[src/rtl/cfg_pkg.sv]
// rtl/cfg_pkg.sv - shared types and constants for the LUT configuration loaders.
package cfg_pkg;

    typedef enum logic [1:0] {
        ST_IDLE   = 2'd0,
        ST_SHIFT  = 2'd1,
        ST_COMMIT = 2'd2,
        ST_HOLD   = 2'd3
    } cfg_state_e;

    // 16 data bits per LUT; the 4 select words reuse the same loader.
    localparam int LUT_CONFIG_WIDTH = 16;

endpackage

[src/rtl/lut_config_loader.sv]
// rtl/lut_config_loader.sv - serial-to-parallel LUT config loader with atomic commit and bit forwarding.
module lut_config_loader
    import cfg_pkg::*;
#(
    parameter int CONFIG_WIDTH = LUT_CONFIG_WIDTH
) (
    input  logic                    clock,
    input  logic                    reset,
    input  logic                    config_enable,
    input  logic                    config_in,
    input  logic                    config_valid,
    output logic                    config_ready,
    output logic                    config_chain_out,
    output logic                    config_chain_valid,
    output logic [CONFIG_WIDTH-1:0] config_out,
    output logic                    config_loaded,
    output logic                    config_done
);

    localparam int COUNT_WIDTH = $clog2(CONFIG_WIDTH + 1);
    localparam logic [COUNT_WIDTH-1:0] LAST_COUNT = COUNT_WIDTH'(CONFIG_WIDTH - 1);

    cfg_state_e              state_q, state_d;
    logic [CONFIG_WIDTH-1:0] shadow_q, shadow_d;
    logic [COUNT_WIDTH-1:0]  count_q, count_d;
    logic                    chain_out_q, chain_out_d;
    logic                    chain_valid_q, chain_valid_d;
    logic [CONFIG_WIDTH-1:0] out_q, out_d;
    logic                    loaded_q, loaded_d;

    always_ff @(posedge clock or posedge reset) begin
        if (reset) begin
            state_q       <= ST_IDLE;
            shadow_q      <= '0;
            count_q       <= '0;
            chain_out_q   <= 1'b0;
            chain_valid_q <= 1'b0;
            out_q         <= '0;
            loaded_q      <= 1'b0;
        end else begin
            state_q       <= state_d;
            shadow_q      <= shadow_d;
            count_q       <= count_d;
            chain_out_q   <= chain_out_d;
            chain_valid_q <= chain_valid_d;
            out_q         <= out_d;
            loaded_q      <= loaded_d;
        end
    end

    always_comb begin
        state_d       = state_q;
        shadow_d      = shadow_q;
        count_d       = count_q;
        chain_out_d   = chain_out_q;
        chain_valid_d = 1'b0;
        out_d         = out_q;
        loaded_d      = loaded_q;
        config_ready  = 1'b0;
        config_done   = 1'b0;

        unique case (state_q)
            ST_IDLE: begin
                if (config_enable) begin
                    state_d  = ST_SHIFT;
                    count_d  = '0;
                    shadow_d = '0;
                end
            end
            ST_SHIFT: begin
                config_ready = 1'b1;
                // Dropping enable aborts the session; the bit offered alongside is dropped too.
                if (!config_enable) begin
                    state_d  = ST_IDLE;
                    shadow_d = '0;
                    count_d  = '0;
                end else if (config_valid) begin
                    shadow_d      = {config_in, shadow_q[CONFIG_WIDTH-1:1]};
                    count_d       = count_q + COUNT_WIDTH'(1);
                    chain_out_d   = config_in;
                    chain_valid_d = 1'b1;
                    if (count_q == LAST_COUNT) begin
                        // Word is registered on the final accept so it is visible during COMMIT with done.
                        state_d  = ST_COMMIT;
                        out_d    = shadow_d;
                        loaded_d = 1'b1;
                        count_d  = '0;
                    end
                end
            end
            ST_COMMIT: begin
                config_done = 1'b1;
                state_d     = ST_HOLD;
            end
            ST_HOLD: begin
                if (!config_enable) begin
                    state_d = ST_IDLE;
                end
            end
            default: state_d = ST_IDLE;
        endcase
    end

    assign config_chain_out   = chain_out_q;
    assign config_chain_valid = chain_valid_q;
    assign config_out         = out_q;
    assign config_loaded      = loaded_q;

endmodule

[config.mk]
export PLATFORM = sky130hd
export DESIGN_NAME = lut_config_loader
export DESIGN_NICKNAME = d
export VERILOG_FILES = /design/src/rtl/cfg_pkg.sv /design/src/rtl/lut_config_loader.sv
export SDC_FILE = /design/constraint.sdc
export NUM_CORES = 1
export LEC_CHECK = 0
export CAP_MARGIN = 20
export CORE_ASPECT_RATIO = 0.6
export CORE_MARGIN = 2
export CORE_UTILIZATION = 35
export CTS_BUF_LIST = sky130_fd_sc_hd__clkbuf_2 sky130_fd_sc_hd__clkbuf_4 sky130_fd_sc_hd__clkbuf_8
export CTS_CLUSTER_DIAMETER = 200
export DETAILED_ROUTE_END_ITERATION = 10
export DONT_BUFFER_PORTS = 1
export GPL_TIMING_DRIVEN = 0
export HOLD_SLACK_MARGIN = 0.1
export SYNTH_ARGS = -nofsm -noshare
export SYNTH_HDL_FRONTEND = slang
export SYNTH_SLANG_ARGS = --single-unit
export TNS_END_PERCENT = 20
[constraint.sdc]
create_clock -name clock -period 2.2 [get_ports clock]
set_input_delay 0.44 -clock clock [delete_from_list [all_inputs] [get_ports clock]]
set_output_delay 0.44 -clock clock [all_outputs]
set_load 0.005 [all_outputs]
Word level (Yosys, flattened, before mapping) --
Cells that the tools add are included.
Cells by class: eq/ne operators 8, reductions and logical operators 6, multiplexer cells 20, add/subtract/negate cells 1
Operator list (count):
- $mux W16 | 3
- $pmux W16 S2 | 1
- $mux W5 | 4
- $mux W2 | 5
- $pmux W5 S2 | 1
- $pmux W2 S4 | 1
- $reduce_and A4 Y1 | 2
- $ne A3 B3 Y1 const B | 2
- $reduce_and A3 Y1 | 2
- $add A5 B1 Y5 const B | 1
- $eq A5 B4 Y1 const B | 1
- $mux W1 | 5
- $eq A2 B2 Y1 const B | 2
- $ne A2 B2 Y1 const B | 2
- $eq A2 B1 Y1 const B | 1
- $logic_not A2 Y1 | 1
- $reduce_bool A2 Y1 | 1
Storage, ports and cells: register bits 42, logic and storage cells 42, output and inout bits 21, input port bits 5

Depth between registers and ports, before layout --
Gate-level depths: netlist (run 1).
depth after elaboration 5, gate-level depth with buffers 6, depth with buffers taken out 4

Worst setup path before layout (run 1) --
No wires, ideal clock.
path type flip-flop to flip-flop, from register count_q[0], to register out_q[0], in the netlist config_out[0], cell stages (with the launch flop) 6, data arrival time 1.466 ns, buffers on the path 1, library setup time 0.125 ns, period minus slack after synthesis 1.590 ns, path slack 0.610 ns, required time 2.075 ns, cell sequence dfrtp_1 ha_1 nand4b_1 nor2_4 buf_6 mux2_2
On the way: longest elaborated chain between the ends 2
Ends and longest elaborated chain:
- start: declaration | line lut_config_loader.sv:25 | logic [COUNT_WIDTH-1:0] count_q, count_d;
- start signal: assignment | line lut_config_loader.sv:43 | count_q <= count_d;
- $eq A5 B4 Y1 | line lut_config_loader.sv:82 | if (count_q == LAST_COUNT) begin
- $reduce_and A4 Y1 (no line)
- end signal: assignment | line lut_config_loader.sv:46 | out_q <= out_d;
- end: declaration | line lut_config_loader.sv:28 | logic [CONFIG_WIDTH-1:0] out_q, out_d;
Every way passes these cells. A chain may end at the register's enable or synchronous reset.

Worst setup path in the final report (run 1) --
from register count_q[0], to register out_q[5], in the netlist config_out[5]
Same word-level chain as after synthesis.

==> flow_summary.ini, run 1 <==
[timing]
period_minus_slack_ns = 1.843
finalSetupViolations = 0
slew_viol_final = 0
worst_slew_pin_slew_ns = 0.8318
hold_viol = 0
post-route-period-util_pct = 83.77
fin_worst_skew_ns = 0.007435
max_freq_ghz = 0.5426
rsz0062_at_grt = false
fin_ws_ns = 0.3570
setup_tns_ns = 0
slew_headroom_pct = 44.47

[routing]
routedWlPerCell_um = 15.19
firstDrtPassIters = 4
drt_iter0_drc = 37
drcViolationCount = 0
viasPerCell = 5.016
drt_wl_total_um = 2855
dr_total_vias = 943
postRouteAntennaNets = 0

[logic_synthesis]
avgSynthCellArea_um2 = 14.00
syn_inst = 117
synth_edf_count = 0
async_flop_share_pct = 100.0
synth-seq-cells = 41
synth_nets = 123
dominantRegCellSynth = dfrtp_1
ys_warn_count = 0
syn_area_um2 = 1638
synth_cell_type_count = 31
yosysSeqAreaShare_pct = 62.64

[setup_path]
endpoint_kind = register
crit_family = simple AND/OR/NAND/NOR gates
critPathLaunchType = register
rr_endpoint = config_out[5]$_DFFE_PP0P_
path_class = register to register
max_stage_delay_ns = 0.39
worstPathRequired_ns = 2.37
cp_num_cells = 5
crit_path_end = config_out[5]$_DFFE_PP0P_
r2r_start = count_q[0]$_DFFE_PP0P_
crit_chain = ha_1 > nand4b_1 > nor2_4 > buf_6 > mux2_2
crit_arrival_ns = 2.02
r2r_cells = 5
startpoint = count_q[0]$_DFFE_PP0P_
rrSetupSlack_ns = 0.36
path_max_fanout = 10
crit_path_top_delay_cell = dfrtp_1
critPathBufInv = 1

[global_routing]
grt.overflow.total = 0
grt_max_degree = 42
grt_pass1_vias = 1029
antenna_found_initial = 0
grt_pass1_wl_um = 4995
grt_util_all_layers_pct = 12.37

[cells_and_area]
utilization_pct = 39.71
multi_input_area_um2 = 555.5
antenna_cells = 0
seq_area_um2 = 1026
fillers = 461
final_cell_mix = 41 x dfrtp_1, 15 x a22o_1, 11 x mux2_2
final_common_cell = dfrtp_1
nNetsFinal = 130
area_delta_synth_final_pct = 10.08
drive_above_1_share_pct = 24.00

[floorplanning]
start_util_pct = 36.07
die-area_um2 = 5260
placeableCoreArea_um2 = 4541
die_h_um = 56.99
rows = 19
io_pins = 26
die_w_um = 92.31

[status]
status = finished, final reports clean

[clock_tree]
holdBufCountCts = 0
cts_buffers = 5
insertion_delay_ns = 0.29
cts-root-buf = clkbuf_8
cts_setup_buffers = 0
path_clk_slew_ns = 0.08
htreeDepth = 2
clock_path_buffers = 2
tritoncts = yes
postCtsResizedCells = 0
cts.sinks = 41

[placed_design]
dp_slack_ns = 0.3689
port_buffers = 0
dp_hpwl_um = 1994
gp_congestion = 0.7534

[power_and_ir_drop]
peakVddDrop_mv = 0.2722
powerDensity_nw_per_um2 = 720.8
leakage_nw = 0.8989
p_int_w = 0.0009977
p_sw_share_pct = 23.23
switchingPower_w = 0.0003019
pwr-share-clk_pct = 36.2
p_comb_share_pct = 4.6
power.share.sequential_pct = 59.2

[job]
max_cap_viol_count = 0

[min_path]
hold_class = primary input to async pin
==> final cells by class <==
type | count | area share (%)
plain buffers | 5 | 2.082
multi-input cells | 66 | 30.81
flip-flops and latches | 41 | 56.90
clock inverters | 3 | 0.9715
clock buffers | 5 | 3.817
inverters | 5 | 1.041
well taps | 63 | 4.372
==> Yosys cell counts, types with 2 or more instances <==
cell      instances  area (µm²)
mux2_2           11       123.9
nand2_1           5       18.77
o21ai_0           6       30.03
buf_2             3       15.01
mux2_1            5       56.30
dfrtp_1          41        1026
nand3_1           3       15.01
a22o_1           15       131.4
buf_6             2       22.52
nand3b_1          2       15.01
inv_1             4       15.01
==> through the flow <==
stage | area (µm²) | cells | hold slack [ns] | total power (W)
6_report | 1803 | 188 | 0.1928 | 0.001300
5_1_grt | 1803 | 188 | 0.2446 | 0.001366
4_1_cts | 1803 | 188 | 0.2199 | 0.001318
3_5_place_dp | 1717 | 180 | 0.4745 | 0.0008459
3_3_place_gp | 1717 | 180 | 0.4708 | 0.0008433
2_1_floorplan | 1638 | 117 | 0.4484 | 0.0008299
==> sequential cells by signal, indices dropped and copies added (netlist names), named ones only <==
signal / count
config_loaded: 1
config_out: 16
config_chain_valid: 1
shadow_q: 15
config_chain_out: 1
count_q: 5
state_q: 1
==> cell families (layout without fill, tap and decap cells) <==
| group | Yosys count | after routing | share of synthesized area [%] |
|---|---|---|---|
| buf+inv | 10 | 18 | 3.437 |
| mux | 16 | 16 | 11.00 |
| compound gates | 28 | 28 | 13.52 |
| flops | 41 | 41 | 62.64 |
| fa+ha+maj | 1 | 1 | 0.7638 |
| simple gates | 21 | 21 | 8.633 |
==> worst min-delay path by stage <==
| stage | from | depth (start not counted) | to | slack, ns |
|---|---|---|---|---|
| floorplan | count_q[4]$_DFFE_PP0P_ | 1 | count_q[4]$_DFFE_PP0P_ | 0.45 |
| global placement | count_q[4]$_DFFE_PP0P_ | 1 | count_q[4]$_DFFE_PP0P_ | 0.47 |
| detailed placement | count_q[4]$_DFFE_PP0P_ | 1 | count_q[4]$_DFFE_PP0P_ | 0.47 |
| CTS | reset | 1 | state_q[0]$_DFFE_PP0P_ | 0.22 |
| global route | config_in | 2 | config_chain_out$_DFFE_PP0P_ | 0.24 |
| finish | reset | 1 | config_out[0]$_DFFE_PP0P_ | 0.19 |
==> layer usage <==
metal	up-vias	part of all wire, %	track usage, %	wire length (µm)
met4	0	0.74	5.757	21
li1	441	-	-	-
met3	3	5.6	5.284	159
met5	-	0	0	0
met2	19	46	18.87	1301
met1	480	48	15.44	1373
==> power groups by stage <==
stage                      logic, W  registers, W  clock network (W)
after global placement    0.0000596      0.000784                  0
after detailed placement  0.0000618      0.000784                  0
after CTS                 0.0000620      0.000769           0.000487
after global routing      0.0000692      0.000770           0.000527
after floorplan           0.0000478      0.000782                  0
final                     0.0000601      0.000769           0.000471
==> worst reg2reg max path, delay by kind of cell, from the launching register on <==
kind / cells / cell delay [ns]
buf+inv: 1 / 0.20
simple gates: 2 / 0.56
fa+ha+maj: 1 / 0.24
flops: 1 / 0.39
mux: 1 / 0.34
No activity file was read; power rests on OpenSTA's default activity.
==> run 2, diff against run 1 <==
clock period = 1.85 ns   (was 2.2 ns; I/O delays follow)
==> run 2 against run 1 <==
  * Combinational power is 19% higher
  * Non-clock buffer count is 2 higher
  * Global-route usage stayed put
  * Critical endpoint unchanged
  * Worst hold slack worse by 0.072 ns
  * Core utilization is 0.33 points higher
  * Clock power is 18% higher
==> flow_summary.ini, run 2 (same netlist as run 1, synthesis figures left out) <==
[global_routing]
grt.overflow.total = 0
grt_max_degree = 42
grt_pass1_vias = 1029
grt_pass1_wl_um = 4995
antenna_found_initial = 0
grt_util_all_layers_pct = 12.37

[setup_path]
crit_arrival_ns = 1.88
crit_chain = ha_1 > nand4b_1 > nor2_4 > buf_6 > mux2_2
worstPathRequired_ns = 2.02
max_stage_delay_ns = 0.39
critPathLaunchType = register
path_max_fanout = 10
endpoint_kind = register
crit_path_top_delay_cell = dfrtp_1
path_class = register to register
r2r_cells = 5

[floorplanning]
start_util_pct = 36.07
io_pins = 26
die_w_um = 92.31
placeableCoreArea_um2 = 4541
die-area_um2 = 5260
die_h_um = 56.99
rows = 19

[timing]
finalHoldWorstSlack_ns = 0.1212
worst_slew_pin_slew_ns = 0.8282
post-route-period-util_pct = 92.18
max_freq_ghz = 0.5864
finalSetupViolations = 0
slew_headroom_pct = 44.71
slew_viol_final = 0
setup_tns_ns = 0
hold_viol = 0
rsz0062_at_grt = false
fin_worst_skew_ns = 0.007563
period_minus_slack_ns = 1.705

[cells_and_area]
final_common_cell = dfrtp_1
nNetsFinal = 132
largest_reg_flops = 16
area_delta_synth_final_pct = 11.00
drive_above_1_share_pct = 25.20
final_cell_area_um2 = 1818
utilization_pct = 40.04
final_cell_mix = 41 x dfrtp_1, 15 x a22o_1, 11 x mux2_2
antenna_cells = 0

[clock_tree]
path_clk_slew_ns = 0.08
postCtsResizedCells = 0
insertion_delay_ns = 0.29
htreeDepth = 2
cts_buffers = 5
clock_path_buffers = 2
tritoncts = yes
holdBufCountCts = 0
cts.sinks = 41
cts-root-buf = clkbuf_8
cts_setup_buffers = 0

[routing]
viasPerCell = 5.021
dr_total_vias = 954
drcViolationCount = 0
routedWlPerCell_um = 15.21
postRouteAntennaNets = 0
drt_iter0_drc = 45
drt_wl_total_um = 2889
firstDrtPassIters = 4

[power_and_ir_drop]
powerDensity_nw_per_um2 = 849.2
peakVddDrop_mv = 0.3234
leakage_nw = 0.9097
total_power_w = 0.001544

[status]
status = finished, final reports clean

[placed_design]
gp_congestion = 0.7534
placed_area_um2 = 1717
dp_hpwl_um = 1994
port_buffers = 0

[job]
max_cap_viol_count = 0

[min_path]
hold_class = primary input to async pin
==> run 2: critical path: cells and delay by family, from the launching register on <==
family        cells  cell delay [ns]
fa+ha+maj         1             0.24
buf+inv           1             0.17
mux               1             0.34
flops             1             0.39
simple gates      2             0.47
==> run 2: final timing paths <==
path | startpoint | endpoint | slack, ns
min in group clock | config_in | config_chain_out$_DFFE_PP0P_ | 0.18
max in group asynchronous | reset | config_out[9]$_DFFE_PP0P_ | 1.20
min reg2reg | count_q[4]$_DFFE_PP0P_ | count_q[4]$_DFFE_PP0P_ | 0.50
max reg2reg | count_q[0]$_DFFE_PP0P_ | config_out[5]$_DFFE_PP0P_ | 0.14
max | count_q[0]$_DFFE_PP0P_ | config_out[5]$_DFFE_PP0P_ | 0.14
min | reset | config_out[0]$_DFFE_PP0P_ | 0.12
==> run 2: final cells by class <==
cell class / count / area, µm²
fill: 459 / 2723
sequential: 41 / 1026
multi-input combinational: 66 / 555.5
tap: 63 / 78.83
clock buffer: 5 / 68.82
buffer: 5 / 37.54
inverter: 5 / 18.77
clock inverter: 3 / 17.52
timing repair buffer: 2 / 15.01
==> run 2: metrics by stage <==
| step | setup WS, ns | instances |
|---|---|---|
| 2_1_floorplan | 0.2597 | 117 |
| 3_3_place_gp | 0.03712 | 180 |
| 3_5_place_dp | 0.01894 | 180 |
| 4_1_cts | 0.005597 | 188 |
| 5_1_grt | 0.04386 | 190 |
| 6_report | 0.1446 | 190 |
==> run 2: per-layer routing <==
| layer | track usage [%] | vias up | routed length [µm] |
|---|---|---|---|
| met3 | 5.284 | 3 | 166 |
| met1 | 15.44 | 485 | 1380 |
| met2 | 18.87 | 21 | 1321 |
| met5 | 0 | - | 0 |
| li1 | - | 445 | - |
| met4 | 5.757 | 0 | 21 |
==> run 2: report_power, final <==
part           internal, W  switching, W  leakage (nW)
sequential        0.000907    0.00000799         0.568
combinational    0.0000198     0.0000517         0.297
clock             0.000260      0.000298        0.0439
==> run 3, diff against run 2 <==
CORE_MARGIN = unset   (was 2)
==> run 3 against run 2 <==
  * Worst setup slack lost 0.0054 ns
  * Highest routed layer unchanged
  * Critical path depth is the same
  * Core utilization grew 3.2 points
  * Largest cell class unchanged
==> flow_summary.ini, run 3 (same netlist as run 1, synthesis figures left out) <==
[routing]
postRouteAntennaNets = 0
firstDrtPassIters = 4
drcViolationCount = 0
routedWlPerCell_um = 15.47
viasPerCell = 5.156
dr_total_vias = 959
drt_iter0_drc = 46
drt_wl_total_um = 2877

[cells_and_area]
drive_above_1_share_pct = 24.60
final_cell_area_um2 = 1858
antenna_cells = 0
largest_reg_flops = 16
area_delta_synth_final_pct = 13.45
final_cell_mix = 41 x dfrtp_1, 15 x a22o_1, 11 x mux2_2
nNetsFinal = 131
fillers = 407
final_common_cell = dfrtp_1

[power_and_ir_drop]
peakVddDrop_mv = 0.3422
powerDensity_nw_per_um2 = 997.7
total_power_w = 0.001854
leakage_nw = 0.9291

[job]
max_cap_viol_count = 0

[placed_design]
placed_area_um2 = 1713
port_buffers = 0
dp_hpwl_um = 1983
gp_congestion = 0.7151

[global_routing]
grt.overflow.total = 0
grt_util_all_layers_pct = 13.34
grt_pass1_vias = 1023
grt_pass1_wl_um = 4933
antenna_found_initial = 0
grt_max_degree = 42

[clock_tree]
tritoncts = yes
htreeDepth = 2
cts_buffers = 5
postCtsResizedCells = 0
holdBufCountCts = 0
cts-root-buf = clkbuf_8
path_clk_slew_ns = 0.08
clock_path_buffers = 2
insertion_delay_ns = 0.30
cts.sinks = 41
cts_setup_buffers = 0

[timing]
hold_viol = 0
rsz0062_at_grt = false
setup_tns_ns = 0
slew_viol_final = 0
post-route-period-util_pct = 92.48
fin_worst_skew_ns = 0.009472
max_freq_ghz = 0.5845
slew_headroom_pct = 44.63
period_minus_slack_ns = 1.711
finalHoldWorstSlack_ns = 0.1182
worst_slew_pin_slew_ns = 0.8293
finalSetupViolations = 0

[setup_path]
crit_arrival_ns = 1.89
r2r_start = count_q[0]$_DFFE_PP0P_
path_max_fanout = 7
rr_endpoint = config_out[12]$_DFFE_PP0P_
endpoint_kind = register
rrSetupSlack_ns = 0.14
path_class = register to register
critPathLaunchType = register
worstPathRequired_ns = 2.03
r2r_cells = 5

[min_path]
hold_class = primary input to async pin

[floorplanning]
die_w_um = 90.31
die-area_um2 = 4966
die_h_um = 54.99
placeableCoreArea_um2 = 4302
rows = 18
start_util_pct = 38.07
io_pins = 26

[status]
status = finished, final reports clean
run 3: cell types whose count changed in the layout (fill, tap and decap cells not counted):
cell	previous run	this run
buf_4	2	1
bufinv_16	0	2
clkinv_2	2	0
clkinvlp_4	1	0
inv_6	0	1
run 3: layer usage:
| metal | up-vias | global-route usage [%] | routed length, µm |
|---|---|---|---|
| li1 | 442 | - | - |
| met1 | 479 | 15.75 | 1369 |
| met2 | 31 | 22.39 | 1273 |
| met3 | 7 | 5.601 | 180 |
| met4 | 0 | 5.376 | 52 |
| met5 | - | 0 | 0 |
run 3: how the worst max path moves through the flow:
| stage | startpoint | end | slack, ns | cells past startpoint |
|---|---|---|---|---|
| after floorplan | count_q[0]$_DFFE_PP0P_ | config_out[0]$_DFFE_PP0P_ | 0.26 | 5 |
| after global placement | count_q[0]$_DFFE_PP0P_ | config_out[7]$_DFFE_PP0P_ | 0.04 | 5 |
| after detailed placement | count_q[0]$_DFFE_PP0P_ | config_out[7]$_DFFE_PP0P_ | 0.03 | 5 |
| after CTS | count_q[0]$_DFFE_PP0P_ | config_out[0]$_DFFE_PP0P_ | 0.02 | 5 |
| after global routing | count_q[0]$_DFFE_PP0P_ | config_out[13]$_DFFE_PP0P_ | 0.02 | 5 |
| final | count_q[0]$_DFFE_PP0P_ | config_out[12]$_DFFE_PP0P_ | 0.14 | 5 |
run 3: layout make-up:
type / count / area, µm² / area share [%]
timing repair buffer: 1 / 7.507 / 0.4040
inverter: 5 / 18.77 / 1.010
sequential: 41 / 1026 / 55.22
multi-input combinational: 66 / 555.5 / 29.90
tap: 60 / 75.07 / 4.040
clock buffer: 5 / 68.82 / 3.704
buffer: 5 / 37.54 / 2.020
clock inverter: 3 / 68.82 / 3.704
run 3: report_power, final:
part / internal (W) / leakage (nW) / total (W) / switching (W)
registers: 0.000906 / 0.568 / 0.000915 / 0.00000866
logic: 0.0000197 / 0.292 / 0.0000716 / 0.0000519
clock network: 0.000543 / 0.0687 / 0.000867 / 0.000324
total: 0.00147 / 0.929 / 0.00185 / 0.000385
run 3: critical path, cell delays in order, from the launching register on:
cell and delay [ns]:
dfrtp_1 0.39, ha_1 0.23, nand4b_1 0.26, nor2_4 0.20
buf_4 0.18, mux2_2 0.34
run 3: per-stage QoR:
step	std cells	util, %	setup WS (ns)
2_1_floorplan	117	-	0.2597
3_3_place_gp	177	39.82	0.03941
3_5_place_dp	177	39.82	0.03226
4_1_cts	185	43.02	0.01986
5_1_grt	186	43.19	0.01527
6_report	186	43.19	0.1392
